==> src/rtl/prescaled_updown_counter.sv <==
`default_nettype none
// ============================================================================
// Module   : prescaled_updown_counter
// Brief    : Up/down counter stepping once every div_sel+1 enabled clocks,
//            with wrap/saturate end-of-range handling, tc pulse and sticky ovf.
// Revision : 1.0
// ============================================================================
module prescaled_updown_counter #(
    parameter int WIDTH     = 4,
    parameter int DIV_WIDTH = 3
) (
    input  logic                 clk,
    input  logic                 rst,
    input  logic                 en,
    input  logic                 mode,
    input  logic [DIV_WIDTH-1:0] div_sel,
    input  logic                 sat_mode,
    input  logic                 clr,
    input  logic                 load,
    input  logic [WIDTH-1:0]     load_val,
    output logic [DIV_WIDTH-1:0] clk_d,
    output logic [WIDTH-1:0]     counter,
    output logic                 tick,
    output logic                 tc,
    output logic                 ovf
);

    logic [DIV_WIDTH-1:0] r_clk_d;
    logic [WIDTH-1:0]     r_counter;
    logic                 r_tc;
    logic                 r_ovf;

    logic                 w_tick;
    logic                 w_at_max;
    logic                 w_at_min;
    logic                 w_at_end;
    logic [WIDTH-1:0]     w_step_val;

    // rst is folded in so the strobe stays low throughout an asynchronous reset
    assign w_tick = en && (r_clk_d == div_sel) && !clr && !load && !rst;

    assign w_at_max = &r_counter;
    assign w_at_min = (r_counter == '0);
    assign w_at_end = mode ? w_at_max : w_at_min;

    always_comb begin
        w_step_val = r_counter;
        if (mode) begin
            if (w_at_max) begin
                w_step_val = sat_mode ? r_counter : '0;
            end else begin
                w_step_val = r_counter + WIDTH'(1);
            end
        end else begin
            if (w_at_min) begin
                w_step_val = sat_mode ? r_counter : '1;
            end else begin
                w_step_val = r_counter - WIDTH'(1);
            end
        end
    end

    always_ff @(posedge clk or posedge rst) begin
        if (rst) begin
            r_counter <= '0;
            r_clk_d   <= '0;
            r_tc      <= 1'b0;
            r_ovf     <= 1'b0;
        end else if (clr) begin
            r_counter <= '0;
            r_clk_d   <= '0;
            r_tc      <= 1'b0;
            r_ovf     <= 1'b0;
        end else if (load) begin
            r_counter <= load_val;
            r_clk_d   <= '0;
            r_tc      <= 1'b0;
        end else if (w_tick) begin
            r_counter <= w_step_val;
            r_clk_d   <= '0;
            r_tc      <= w_at_end;
            if (w_at_end) begin
                r_ovf <= 1'b1;
            end
        end else if (en) begin
            r_tc <= 1'b0;
            // A lowered div_sel can leave clk_d above the new ratio: restart the period
            if (r_clk_d < div_sel) begin
                r_clk_d <= r_clk_d + DIV_WIDTH'(1);
            end else begin
                r_clk_d <= '0;
            end
        end else begin
            r_tc <= 1'b0;
        end
    end

    assign clk_d   = r_clk_d;
    assign counter = r_counter;
    assign tick    = w_tick;
    assign tc      = r_tc;
    assign ovf     = r_ovf;

endmodule
`default_nettype wire

==> config.mk <==
export PLATFORM = sky130hd
export DESIGN_NAME = prescaled_updown_counter
export DESIGN_NICKNAME = d
export VERILOG_FILES = /design/src/rtl/prescaled_updown_counter.sv
export SDC_FILE = /design/constraint.sdc
export NUM_CORES = 1
export LEC_CHECK = 0
export CORE_MARGIN = 2
export CORE_UTILIZATION = 39
export CTS_CLUSTER_DIAMETER = 80
export CTS_CLUSTER_SIZE = 40
export DETAILED_ROUTE_END_ITERATION = 8
export PLACE_DENSITY = 0.73
export SKIP_CTS_REPAIR_TIMING = 1
export SKIP_LAST_GASP = 1
export SYNTH_ARGS = -nofsm -noshare
export SYNTH_HDL_FRONTEND = slang
export SYNTH_SLANG_ARGS = --single-unit
==> constraint.sdc <==
create_clock -name clk -period 1.7 [get_ports clk]
set_input_delay 0.255 -clock clk [delete_from_list [all_inputs] [get_ports clk]]
set_output_delay 0.255 -clock clk [all_outputs]
set_load 0.01 [all_outputs]
# Word level (Yosys, flattened, before mapping)
# Cells that the tools add are included.
# word_totals
ff_bits	9
in_bits	14
wordCells	48
out_inout_bits	10
# op_classes
eq_ne	4
reduce_logical	15
addsub	3
mux	21
order_cmp	1
# ops
cell	n
$mux W4	8
$mux W3	5
$ne A5 B5 Y1 const B	2
$mux W1	8
$reduce_and A3 Y1	2
$add A4 B1 Y4 const B	1
$logic_and A1 B1 Y1	4
$logic_not A4 Y1	1
$reduce_and A4 Y1	1
$reduce_bool A2 Y1	2
$reduce_bool A4 Y1	1
$sub A4 B1 Y4 const B	1
$add A3 B1 Y3 const B	1
$eq A3 B3 Y1	1
$logic_not A1 Y1	3
$lt A3 B3 Y1	1
$reduce_bool A3 Y1	1
$ne A2 B2 Y1 const B	1

# Depth between registers and ports, before layout
# Gate-level depths: netlist of run 1.
# depth
word_depth	8
ltp_mapped	6
ltp_nobuf	6

# Worst setup path before layout of run 1
# No wires, ideal clock.
# synth_path
path_type	reg-to-reg
startpoint	register r_counter[0] (netlist: counter[0])
endpoint	register r_counter[0] (netlist: counter[0])
t_arrival_ps	1620
period_less_slack_ps	1721
path_buffers	0
required_time_ps	1599
setup_ps	101
stages_incl_launch_ff	7
slack_ps	-21
cell_sequence	dfrtp_1 inv_1 ha_1 nor4b_1 o211a_4 or2_4 o32ai_1
# synth_between
elab_chain_cells	6
word_cells_on_any_way	13
cone_classes	2 x add/sub; 2 x eq/ne; 6 x mux; 3 x reduce/logical
# synth_rtl
item	line	rtl
start: declaration	29	logic [WIDTH-1:0] r_counter;
start signal: assignment	75	r_counter <= load_val;
start signal: assignment	79	r_counter <= w_step_val;
$sub A4 B1 Y4 (tied with other cells)	58	w_step_val = r_counter - WIDTH'(1);
$mux W4, on equally long branches	55, 49	
$mux W4	48	if (mode) begin
$mux W4	78	end else if (w_tick) begin
$mux W4	74	end else if (load) begin
$mux W4	69	end else if (clr) begin
# Parallel ways exist; a longest one is shown, timed or not. The select of a mux whose other input is x is not followed.
# A chain may end at the register's enable or synchronous reset.

# Final worst setup path of run 1
# layout_path
startpoint	register r_clk_d[2] (netlist: clk_d[2])
endpoint	output port tick
# layout_between
elab_chain_cells	5
# layout_rtl
item	line	rtl
start: declaration	28	logic [DIV_WIDTH-1:0] r_clk_d;
start signal: assignment	89	r_clk_d <= r_clk_d + DIV_WIDTH'(1);
$eq A3 B3 Y1	40	assign w_tick = en && (r_clk_d == div_sel) && !clr && !load && !rst;
$logic_and A1 B1 Y1 (4 in a row)	40	
end: declaration	23	output logic tick,
# Every way passes these cells.

==> run_summary.xml, run 1 <==
<?xml version="1.0" encoding="UTF-8"?>
<metrics>
  <group name="setup_path">
    <metric name="worstSetupStartpoint" unit="">clk_d[2]</metric>
    <metric name="reg2reg_to" unit="">counter[0]</metric>
    <metric name="reg2reg_from" unit="">counter[1]</metric>
    <metric name="r2r.worst_path.cells" unit="">7</metric>
    <metric name="crit_arrival" unit="ns">1.52</metric>
    <metric name="worst_setup_path_end_kind" unit="">primary output</metric>
    <metric name="ff2ff_setup_slack" unit="ns">-0.03</metric>
    <metric name="worstSetupStartpointType" unit="">register</metric>
    <metric name="worst_ep_required_time" unit="ns">1.44</metric>
    <metric name="critPathMaxFanout" unit="">2</metric>
    <metric name="worstSetupPathType" unit="">register to primary output</metric>
  </group>
  <group name="clocking">
    <metric name="clock_tree.root_cell" unit="">clkbuf_4</metric>
    <metric name="htreeDepth" unit="">1</metric>
    <metric name="cts_buffer_depth" unit="">2</metric>
    <metric name="cts_inserted_buffers" unit="">3</metric>
    <metric name="clk_latency" unit="ns">0.26</metric>
    <metric name="clk_pin_slew" unit="ns">0.06</metric>
    <metric name="clock-sinks" unit="">9</metric>
    <metric name="clock_tree_from_tritoncts" unit="">yes</metric>
  </group>
  <group name="die">
    <metric name="core_region_area" unit="sq mm">0.00171</metric>
    <metric name="pin_count" unit="">24</metric>
    <metric name="full_die_area" unit="sq mm">0.00214</metric>
    <metric name="fp-row-count" unit="">15</metric>
    <metric name="die_width" unit="microns">46.2</metric>
    <metric name="die_h" unit="microns">46.2</metric>
    <metric name="initial_core_util" unit="">0.407</metric>
  </group>
  <group name="timing">
    <metric name="fin_crit_sh" unit="">1.04</metric>
    <metric name="setup_total_negative_slack" unit="ns">-0.105</metric>
    <metric name="setup_ws" unit="ns">-0.0705</metric>
    <metric name="tightestPinTransition" unit="ns">0.425</metric>
    <metric name="timing.final.hold_violations" unit="">0</metric>
    <metric name="grt_setup_unrepaired" unit="">true</metric>
    <metric name="period_minus_slack" unit="ns">1.77</metric>
    <metric name="max_freq" unit="MHz">565</metric>
    <metric name="timing.clock.skew" unit="ns">0.00453</metric>
    <metric name="maxSlewViolCount" unit="">0</metric>
    <metric name="worst_slew_margin_rel" unit="">0.714</metric>
    <metric name="setup_viol" unit="">2</metric>
  </group>
  <group name="placed_design">
    <metric name="detailedPlacementHpwl" unit="microns">1550</metric>
    <metric name="detailed_place.area" unit="sq mm">0.00111</metric>
    <metric name="place_congestion" unit="">0.820</metric>
    <metric name="port-buffer-count" unit="">23</metric>
    <metric name="count_of_placed_standard_cells_including_taps" unit="">146</metric>
  </group>
  <group name="pwr">
    <metric name="powerDensity" unit="mW/mm^2">571</metric>
    <metric name="total_power_consumption" unit="uW">730</metric>
    <metric name="power_leakage" unit="nW">0.596</metric>
    <metric name="worst_ir_drop_vdd" unit="mV">0.423</metric>
  </group>
  <group name="global_route">
    <metric name="track_usage" unit="">0.217</metric>
    <metric name="antenna_found_initial" unit="">0</metric>
    <metric name="grt_pass1_wl" unit="microns">3250</metric>
    <metric name="first_global_vias" unit="">747</metric>
    <metric name="grt_max_degree" unit="">10</metric>
    <metric name="globalRouteOverflowTotal" unit="">0</metric>
  </group>
  <group name="drt">
    <metric name="drt_drc_violations_left" unit="">0</metric>
    <metric name="ant_nets" unit="">0</metric>
    <metric name="vias" unit="">802</metric>
    <metric name="postRouteWirelength" unit="microns">2220</metric>
    <metric name="post_drt_wl_per_cell" unit="microns">14.7</metric>
    <metric name="drtIter0Drc" unit="">16</metric>
    <metric name="drt_first_pass_iters" unit="">4</metric>
    <metric name="vias_per_cell" unit="">5.31</metric>
  </group>
  <group name="logic_synthesis">
    <metric name="synth_area_per_cell" unit="sq um">8.92</metric>
    <metric name="ys_warn_count" unit="">0</metric>
    <metric name="post-synth-top-area-cell" unit="">dfrtp_1</metric>
    <metric name="synth_cell_type_count" unit="">31</metric>
    <metric name="synth_sequential_area_ratio" unit="">0.324</metric>
    <metric name="mappedNetlistNets" unit="">98</metric>
    <metric name="synthesized_area" unit="sq um">696</metric>
    <metric name="ys_ff_latch" unit="">9</metric>
    <metric name="netlist_top_cells_area" unit="">dfrtp_1 (32%), ha_1 (11%), inv_1 (5.9%)</metric>
    <metric name="netlist.area_leader.share" unit="">0.324</metric>
    <metric name="syn-instance-count" unit="">78</metric>
  </group>
  <group name="finish">
    <metric name="layout_overhead_on_the_synthesized_area" unit="%">83.6</metric>
    <metric name="commonest_cells_after_routing_fill_and_taps_aside" unit="">buf_4 (22), clkdlybuf4s50_1 (20), dfrtp_1 (8), inv_1 (7), a21oi_1 (6)</metric>
    <metric name="mostFrequentLayoutCell" unit="">buf_4</metric>
    <metric name="number_of_antenna_diodes" unit="">0</metric>
    <metric name="postLayoutCoreUtil" unit="">0.748</metric>
    <metric name="finish.instance_area" unit="sq mm">0.00128</metric>
    <metric name="finalNetCount" unit="">147</metric>
    <metric name="final_layout_size_suffix_gt1_frac" unit="">0.397</metric>
    <metric name="final_non_filler_cells" unit="">151</metric>
  </group>
  <group name="worst_hold_path">
    <metric name="hp-class" unit="">primary input to async pin</metric>
  </group>
  <group name="run_status">
    <metric name="violated_checks" unit="">negative setup slack</metric>
    <metric name="run_status" unit="">finished, violations left</metric>
  </group>
  <group name="job">
    <metric name="max-cap-violations" unit="">0</metric>
  </group>
</metrics>
==> critical path: stages, from the launching register on <==
cell and delay, ns:
dfrtp_1 0.43, ha_4 0.29, and3_4 0.19, nand2_4 0.05, nor3_2 0.14, buf_2 0.15
==> flip-flops by register name, indices dropped and copies added (netlist names) <==
| register | cells |
|---|---|
| tc | 1 |
| counter | 4 |
| clk_d | 3 |
| ovf | 1 |
==> metrics by stage <==
| stage | hold WS (ns) | setup slack, ns |
|---|---|---|
| finish | 0.363 | -0.0705 |
| global route | 0.408 | -0.136 |
| CTS | 0.307 | -0.594 |
| detailed placement | 0.501 | -0.570 |
| global placement | 0.472 | -0.537 |
| floorplan | 0.0829 | 0.00783 |
==> layer usage <==
layer,share of wire,GRT usage
met5,0,0
met4,0,0.0343
met3,0.040,0.0627
met2,0.54,0.358
met1,0.42,0.283
==> power breakdown <==
part | total (mW) | switching, mW | internal [mW]
clock | 0.168 | 0.0774 | 0.0906
combinational | 0.306 | 0.132 | 0.174
sequential | 0.255 | 0.0261 | 0.229
total | 0.730 | 0.235 | 0.494
==> how the worst max path moves through the flow <==
stage,slack (ns),cells past startpoint,end
2_1_floorplan,0.008,6,counter[0]
3_3_place_gp,-0.54,7,tick
3_5_place_dp,-0.57,7,tick
4_1_cts,-0.59,7,tick
5_1_grt,-0.14,5,tick
6_report,-0.07,5,tick
==> layout make-up <==
class | count | area (sq um)
clock buffer | 4 | 26.3
inverter | 11 | 41.3
multi-input combinational | 57 | 557
tap | 25 | 31.3
fill | 130 | 430
timing repair buffer | 45 | 395
sequential | 9 | 226
==> cells by family after synthesis <==
logic type | synth area share
simple gates | 0.212
compound gates | 0.259
buf+inv | 0.0701
flops | 0.324
fa+ha+maj | 0.108
xor+xnor | 0.0126
mux | 0.0144
==> cells in the mapped netlist <==
master,number
nand2_1,3
mux2i_1,1
o211a_4,1
and3_1,1
o21ai_0,3
nand4_1,2
a21o_1,2
o31ai_1,2
nor2b_1,3
nor4b_1,1
inv_1,11
a22oi_1,1
nor4_1,1
nor3_1,2
o311a_1,1
ha_1,6
a211oi_1,1
o211ai_1,1
o221ai_1,1
and4_4,1
or2_4,1
buf_4,1
nor2_1,5
or4b_1,1
a21oi_1,6
a311oi_1,2
xor2_1,1
nand2b_1,4
dfrtp_1,9
o32ai_1,2
a21boi_2,1
Power figures use the tool's default switching activity.
==> inputs of run 2 (changes only) <==
ABC_CLOCK_PERIOD_IN_PS = 1700   (was not set)
==> results of run 2 <==
Same layout as run 1: the final DEF is identical, and so are final timing and power.
